`src/rtl/gray_link_pkg.sv`:
```
// rtl/gray_link_pkg.sv - shared types and defaults for the gray link scheduler
package gray_link_pkg;

  localparam int DEFAULT_WIDTH = 5;

  typedef enum logic [1:0] {
    IDLE  = 2'd0,
    SHIFT = 2'd1,
    DONE  = 2'd2
  } state_e;

  typedef logic req_id_t;

endpackage

```
`src/rtl/gray_link_sched_if.sv`:
```
// rtl/gray_link_sched_if.sv - requester, result and serial-monitor signals of the scheduler
interface gray_link_sched_if #(
  parameter int WIDTH = 5
);
  logic             req0_valid;
  logic [WIDTH-1:0] req0_data;
  logic             req0_ready;
  logic             req1_valid;
  logic [WIDTH-1:0] req1_data;
  logic             req1_ready;
  logic             out_valid;
  logic [WIDTH-1:0] out_data;
  logic             out_id;
  logic             out_ready;
  logic             ser_en;
  logic             ser_bit;
  logic             busy;

  modport master (
    output req0_valid, req0_data, req1_valid, req1_data, out_ready,
    input  req0_ready, req1_ready, out_valid, out_data, out_id, ser_en, ser_bit, busy
  );

  modport slave (
    input  req0_valid, req0_data, req1_valid, req1_data, out_ready,
    output req0_ready, req1_ready, out_valid, out_data, out_id, ser_en, ser_bit, busy
  );
endinterface

```
`src/rtl/gray_link_rr_arb.sv`:
```
// rtl/gray_link_rr_arb.sv - two-way round-robin arbiter with one-hot grant
module gray_link_rr_arb
  import gray_link_pkg::*;
(
  input  logic       en,
  input  logic [1:0] valid,
  input  req_id_t    last_grant,
  output logic [1:0] grant
);

  always_comb begin
    grant = 2'b00;
    if (en) begin
      case (valid)
        2'b01:   grant = 2'b01;
        2'b10:   grant = 2'b10;
        // On a tie the requester that did not win last time goes first.
        2'b11:   grant = last_grant ? 2'b01 : 2'b10;
        default: grant = 2'b00;
      endcase
    end
  end

endmodule

```
`src/rtl/gray_link_sched.sv`:
```
// rtl/gray_link_sched.sv - round-robin front-end sharing one serial gray-to-binary path
// Optional GRAY_LINK_BYPASS_EN adds a per-word bypass input that skips the conversion.
module gray_link_sched
  import gray_link_pkg::*;
#(
  parameter int WIDTH = DEFAULT_WIDTH,
  parameter int CNT_W = $clog2(WIDTH + 1)
) (
  input logic clk,
  input logic rst_n,
`ifdef GRAY_LINK_BYPASS_EN
  input logic bypass,
`endif
  gray_link_sched_if.slave bus
);

  localparam logic [1:0] S_IDLE  = IDLE;
  localparam logic [1:0] S_SHIFT = SHIFT;
  localparam logic [1:0] S_DONE  = DONE;

  logic [1:0]       state;
  logic [WIDTH-1:0] shift_q;
  logic [WIDTH-1:0] res_q;
  logic [CNT_W-1:0] cnt_q;
  logic             acc_q;
  req_id_t          id_q;
  req_id_t          last_grant_q;
  logic [1:0]       grant;
  logic             bin_bit;
`ifdef GRAY_LINK_BYPASS_EN
  logic             byp_q;
`endif

  // Gating with rst_n keeps ready low for the whole reset window.
  gray_link_rr_arb u_arb (
    .en         (rst_n && (state == S_IDLE)),
    .valid      ({bus.req1_valid, bus.req0_valid}),
    .last_grant (last_grant_q),
    .grant      (grant)
  );

  always_comb begin
    bin_bit = acc_q ^ shift_q[WIDTH-1];
`ifdef GRAY_LINK_BYPASS_EN
    if (byp_q) bin_bit = shift_q[WIDTH-1];
`endif
  end

  always_ff @(posedge clk) begin
    if (!rst_n) begin
      state        <= S_IDLE;
      shift_q      <= '0;
      res_q        <= '0;
      cnt_q        <= '0;
      acc_q        <= 1'b0;
      id_q         <= 1'b0;
      last_grant_q <= 1'b1;
`ifdef GRAY_LINK_BYPASS_EN
      byp_q        <= 1'b0;
`endif
    end else begin
      case (state)
        S_IDLE: begin
          if (grant != 2'b00) begin
            shift_q      <= grant[1] ? bus.req1_data : bus.req0_data;
            id_q         <= grant[1];
            last_grant_q <= grant[1];
            cnt_q        <= '0;
            acc_q        <= 1'b0;
`ifdef GRAY_LINK_BYPASS_EN
            byp_q        <= bypass;
`endif
            state        <= S_SHIFT;
          end
        end
        S_SHIFT: begin
          acc_q   <= bin_bit;
          res_q   <= {res_q[WIDTH-2:0], bin_bit};
          shift_q <= {shift_q[WIDTH-2:0], 1'b0};
          cnt_q   <= cnt_q + 1'b1;
          if (cnt_q == CNT_W'(WIDTH - 1)) state <= S_DONE;
        end
        S_DONE: begin
          if (bus.out_ready) state <= S_IDLE;
        end
        default: state <= S_IDLE;
      endcase
    end
  end

  assign bus.req0_ready = grant[0];
  assign bus.req1_ready = grant[1];
  assign bus.out_valid  = (state == S_DONE);
  assign bus.out_data   = res_q;
  assign bus.out_id     = id_q;
  assign bus.ser_en     = (state == S_SHIFT);
  assign bus.ser_bit    = shift_q[WIDTH-1];
  assign bus.busy       = (state != S_IDLE);

endmodule

```
`src/flat_wrapper.sv`:
```
// flat-port wrapper written by rule: the top's interface ports become plain ports
module gray_link_sched_flat import gray_link_pkg::*;
#(
  parameter int WIDTH = DEFAULT_WIDTH,
  parameter int CNT_W = $clog2(WIDTH + 1)
)
  (clk, rst_n, bus_req0_valid, bus_req0_data, bus_req1_valid, bus_req1_data, bus_out_ready, bus_req0_ready, bus_req1_ready, bus_out_valid, bus_out_data, bus_out_id, bus_ser_en, bus_ser_bit, bus_busy);
  gray_link_sched_if #(.WIDTH(WIDTH)) bus_i ();
  input logic clk;
  input logic rst_n;
  input wire logic [$bits(bus_i.req0_valid)-1:0] bus_req0_valid;
  input wire logic [$bits(bus_i.req0_data)-1:0] bus_req0_data;
  input wire logic [$bits(bus_i.req1_valid)-1:0] bus_req1_valid;
  input wire logic [$bits(bus_i.req1_data)-1:0] bus_req1_data;
  input wire logic [$bits(bus_i.out_ready)-1:0] bus_out_ready;
  output wire logic [$bits(bus_i.req0_ready)-1:0] bus_req0_ready;
  output wire logic [$bits(bus_i.req1_ready)-1:0] bus_req1_ready;
  output wire logic [$bits(bus_i.out_valid)-1:0] bus_out_valid;
  output wire logic [$bits(bus_i.out_data)-1:0] bus_out_data;
  output wire logic [$bits(bus_i.out_id)-1:0] bus_out_id;
  output wire logic [$bits(bus_i.ser_en)-1:0] bus_ser_en;
  output wire logic [$bits(bus_i.ser_bit)-1:0] bus_ser_bit;
  output wire logic [$bits(bus_i.busy)-1:0] bus_busy;
  assign bus_i.req0_valid = bus_req0_valid;
  assign bus_i.req0_data = bus_req0_data;
  assign bus_i.req1_valid = bus_req1_valid;
  assign bus_i.req1_data = bus_req1_data;
  assign bus_i.out_ready = bus_out_ready;
  assign bus_req0_ready = bus_i.req0_ready;
  assign bus_req1_ready = bus_i.req1_ready;
  assign bus_out_valid = bus_i.out_valid;
  assign bus_out_data = bus_i.out_data;
  assign bus_out_id = bus_i.out_id;
  assign bus_ser_en = bus_i.ser_en;
  assign bus_ser_bit = bus_i.ser_bit;
  assign bus_busy = bus_i.busy;
  gray_link_sched #(.WIDTH(WIDTH), .CNT_W(CNT_W)) u_core (.clk(clk), .rst_n(rst_n), .bus(bus_i));
endmodule
```
`config.mk`:
```
export PLATFORM = sky130hd
export DESIGN_NAME = gray_link_sched_flat
export DESIGN_NICKNAME = d
export VERILOG_FILES = /design/src/rtl/gray_link_pkg.sv /design/src/rtl/gray_link_sched_if.sv /design/src/rtl/gray_link_rr_arb.sv /design/src/rtl/gray_link_sched.sv /design/src/flat_wrapper.sv
export SDC_FILE = /design/constraint.sdc
export NUM_CORES = 1
export LEC_CHECK = 0
export BUFFER_PORTS_ARGS = -buffer_cell sky130_fd_sc_hd__clkbuf_2
export CORE_UTILIZATION = 45
export CTS_BUF_LIST = sky130_fd_sc_hd__clkbuf_8
export DETAILED_ROUTE_END_ITERATION = 10
export HOLD_SLACK_MARGIN = 0.02
export PLACE_DENSITY = 0.71
export SLEW_MARGIN = 10
export SYNTH_ARGS = -nofsm -noshare
export SYNTH_HDL_FRONTEND = slang
export SYNTH_SLANG_ARGS = --single-unit
```
`constraint.sdc`:
```
create_clock -name clk -period 1.71 [get_ports clk]
set_clock_uncertainty 0.15 [all_clocks]
set_input_delay 0.0855 -clock clk [delete_from_list [all_inputs] [get_ports clk]]
set_output_delay 0.0855 -clock clk [all_outputs]
set_load 0.005 [all_outputs]
```
==> flow_metrics.tcl <==
set metrics [dict create \
    clock-sinks 18 \
    netlist_area_um2 962.2 \
    grt_usage_pct 20.49 \
    rsz0062_at_grt "false" \
    synthesis.nets 131 \
    drive_above_1_share_pct 27.97 \
    synth_simple_gate_area_share_pct 25.62 \
    die_h_um 48.24 \
    fin_cells 170 \
    min_period_ns 1.527 \
    grt_pass1_vias 735 \
    fin_area_um2 1194 \
    total_power_mw 0.9880 \
    synth_ff_type "dfxtp_1" \
    worst_pin_slew_ns 0.3791 \
    final_nets 161 \
    drv_cap 0 \
    relSlewSlack_pct 74.46 \
    vias 911 \
    cp_max_fo 16 \
    clk_latency_ns 0.25 \
    place.gp.congestion 0.8324 \
    coreArea_um2 1982 \
    numCtsBuffers 3 \
    route.final.wire_length_um 2232 \
    antenna_found_initial 0 \
    io_buffer_count 26 \
    clkPwrFrac_pct 34.9 \
    die_w_um 48.24 \
    muxShareOfSynthArea_pct 0 \
    worstPathRequired_ns 1.47 \
    cts_tree "done" \
    postCtsSetupBuffers 0 \
    ir_worst_vdd_mv 0.4747 \
    sw_frac_of_total_pct 26.00 \
    antenna_left 0 \
    synth_top_area_share_pct 37.45 \
    synthTopCellsByCount "dfxtp_1 (18), nand2_1 (15), a21boi_1 (8), inv_1 (8)" \
    slew_violations 0 \
    drt_first_pass_iters 4 \
    synth_compound_area_share_pct 24.84 \
    cts.reportedPaths.clkPinSlew_ns 0.07 \
    dpl.hpwl_um 1488 \
    ys_top_cells_by_area "dfxtp_1 (37%), a21boi_1 (6.2%), nand2_1 (5.9%), a311oi_1 (4.6%), nand2b_1 (3.3%)" \
    synth.most_common_cell "dfxtp_1" \
    synthCells 114 \
    synth_edf_count 0 \
    crit_path_start_kind "flip-flop" \
    hold_viol 0 \
    grt_max_degree 18 \
    synth_top_family_by_area "simple AND/OR/NAND/NOR gates" \
    internal_power_mw 0.7311 \
    hold_ws_ns 0.04431 \
    fmax_mhz 655.0 \
    vias_per_cell 5.359 \
    synth-xor-area-share_pct 1.821 \
    outcome "finished clean" \
    finalCritPeriodShare_pct 89.29 \
    syn_to_final_growth_pct 24.06 \
    drc 0 \
    dieArea_um2 2327 \
    rows 16 \
    endpoint_kind "primary output" \
    power.density_nw_per_um2 827.7 \
    synth-seq-area-share_pct 37.45 \
    pin_count 27 \
    avgSynthCellArea_um2 8.440 \
    cts_buffer_depth 2 \
    wl_per_cell_um 13.13 \
    power_switching_mw 0.2569 \
    worstSetupPathType "flip-flop to primary output" \
    yosysWarnings 0 \
    h-tree-depth 1 \
    grt_first_pass_wirelength_um 3346 \
    synth_top_cell_by_area "dfxtp_1" \
    hold_path_class "input port to flip-flop" \
    dpl.cell_count 164 \
    p_seq_share_pct 46.7 \
    synth-seq-cells 18 \
    drtIter0Drc 22 \
    ys_types 37 \
    dpl_cell_area_um2 1116 \
    setup_viol 0 \
    crit_arrival_ns 1.29 \
    tns_ns 0 \
    async_flop_share_pct 0 \
    grt-ovfl-total 0 \
    p_leak_nw 0.5129 \
    synth-adder-area-share_pct 2.601 \
    root_buffer "clkbuf_8" \
    diodes 0 \
    floorplan.initialDensity_pct 48.55 \
    pwr-share-comb_pct 18.4 \
]
[what timing repair did]
action	4_1_cts	5_1_grt
hold buffers	2	0
endpoints found under the setup margin	0	1
resized for setup	0	1
endpoints found under the hold margin	1	0
[per-layer routing]
layer  wire length (um)  global-route usage, %
met1               1082                  28.67
met2               1029                  33.33
met3                107                  2.222
met4                 12                  5.556
met5                  0                      0
[cell families after synthesis]
group	count (synthesis)
simple gates	46
fa+ha+maj	2
xor+xnor	2
flops	18
compound gates	30
buf+inv	16
[power groups by stage]
stage	registers (mW)	logic, mW	clock network, mW
CTS	0.461	0.180	0.347
detailed placement	0.470	0.174	0
global placement	0.469	0.172	0
finish	0.461	0.182	0.345
global route	0.463	0.204	0.365
floorplan	0.469	0.120	0
[registers in the layout, summed over array words and instances, names as in the netlist]
name                 flops
u_core.bus.out_data      5
u_core.shift_q           5
u_core.cnt_q             3
u_core.state             2
u_core.acc_q             1
u_core.bus.out_id        1
u_core.last_grant_q      1
[final cells by class]
type                    count  area [um^2]
multi-input cells          80        530.5
repair buffers             32        180.2
well taps                  27        33.78
clock buffers               4        55.05
flip-flops and latches     18        360.3
fillers                   185        788.3
inverters                   9        33.78
[worst max-delay path, stage by stage (launching register included)]
cell	delay, ns
dfxtp_1	0.31
buf_4	0.17
nand2b_1	0.17
inv_2	0.23
clkbuf_2	0.17
[cell usage in the layout, fill, tap and decap left out, types with 2 or more instances in the layout]
master	n
clkbuf_2	26
dfxtp_1	18
nand2_1	15
inv_1	8
a21boi_1	8
nand2b_1	5
a311oi_1	5
nand3_1	5
nor2_1	4
o211ai_1	4
nor4_1	4
clkbuf_8	4
buf_4	4
nor2b_1	3
o32ai_1	3
o21ai_0	2
xor2_1	2
ha_1	2
dlygate4sd3_1	2
[per-stage QoR]
stage | utilization, % | setup slack, ns
CTS | 60.10 | 0.05940
detailed placement | 56.31 | 0.1440
finish | 60.23 | 0.1832
global route | 60.23 | 0.07779
global placement | 56.31 | 0.1719
floorplan | - | 0.2629
[final timing paths]
path / end / cells past startpoint / from / slack (ns)
min reg2reg: u_core.shift_q[2] / 2 / u_core.shift_q[2] / 0.31
min: u_core.shift_q[4] / 3 / bus_req0_data[4] / 0.04
max: bus_ser_en / 4 / u_core.state[1] / 0.18
max reg2reg: u_core.shift_q[1] / 5 / u_core.state[1] / 0.21
Power figures use the tool's default switching activity.
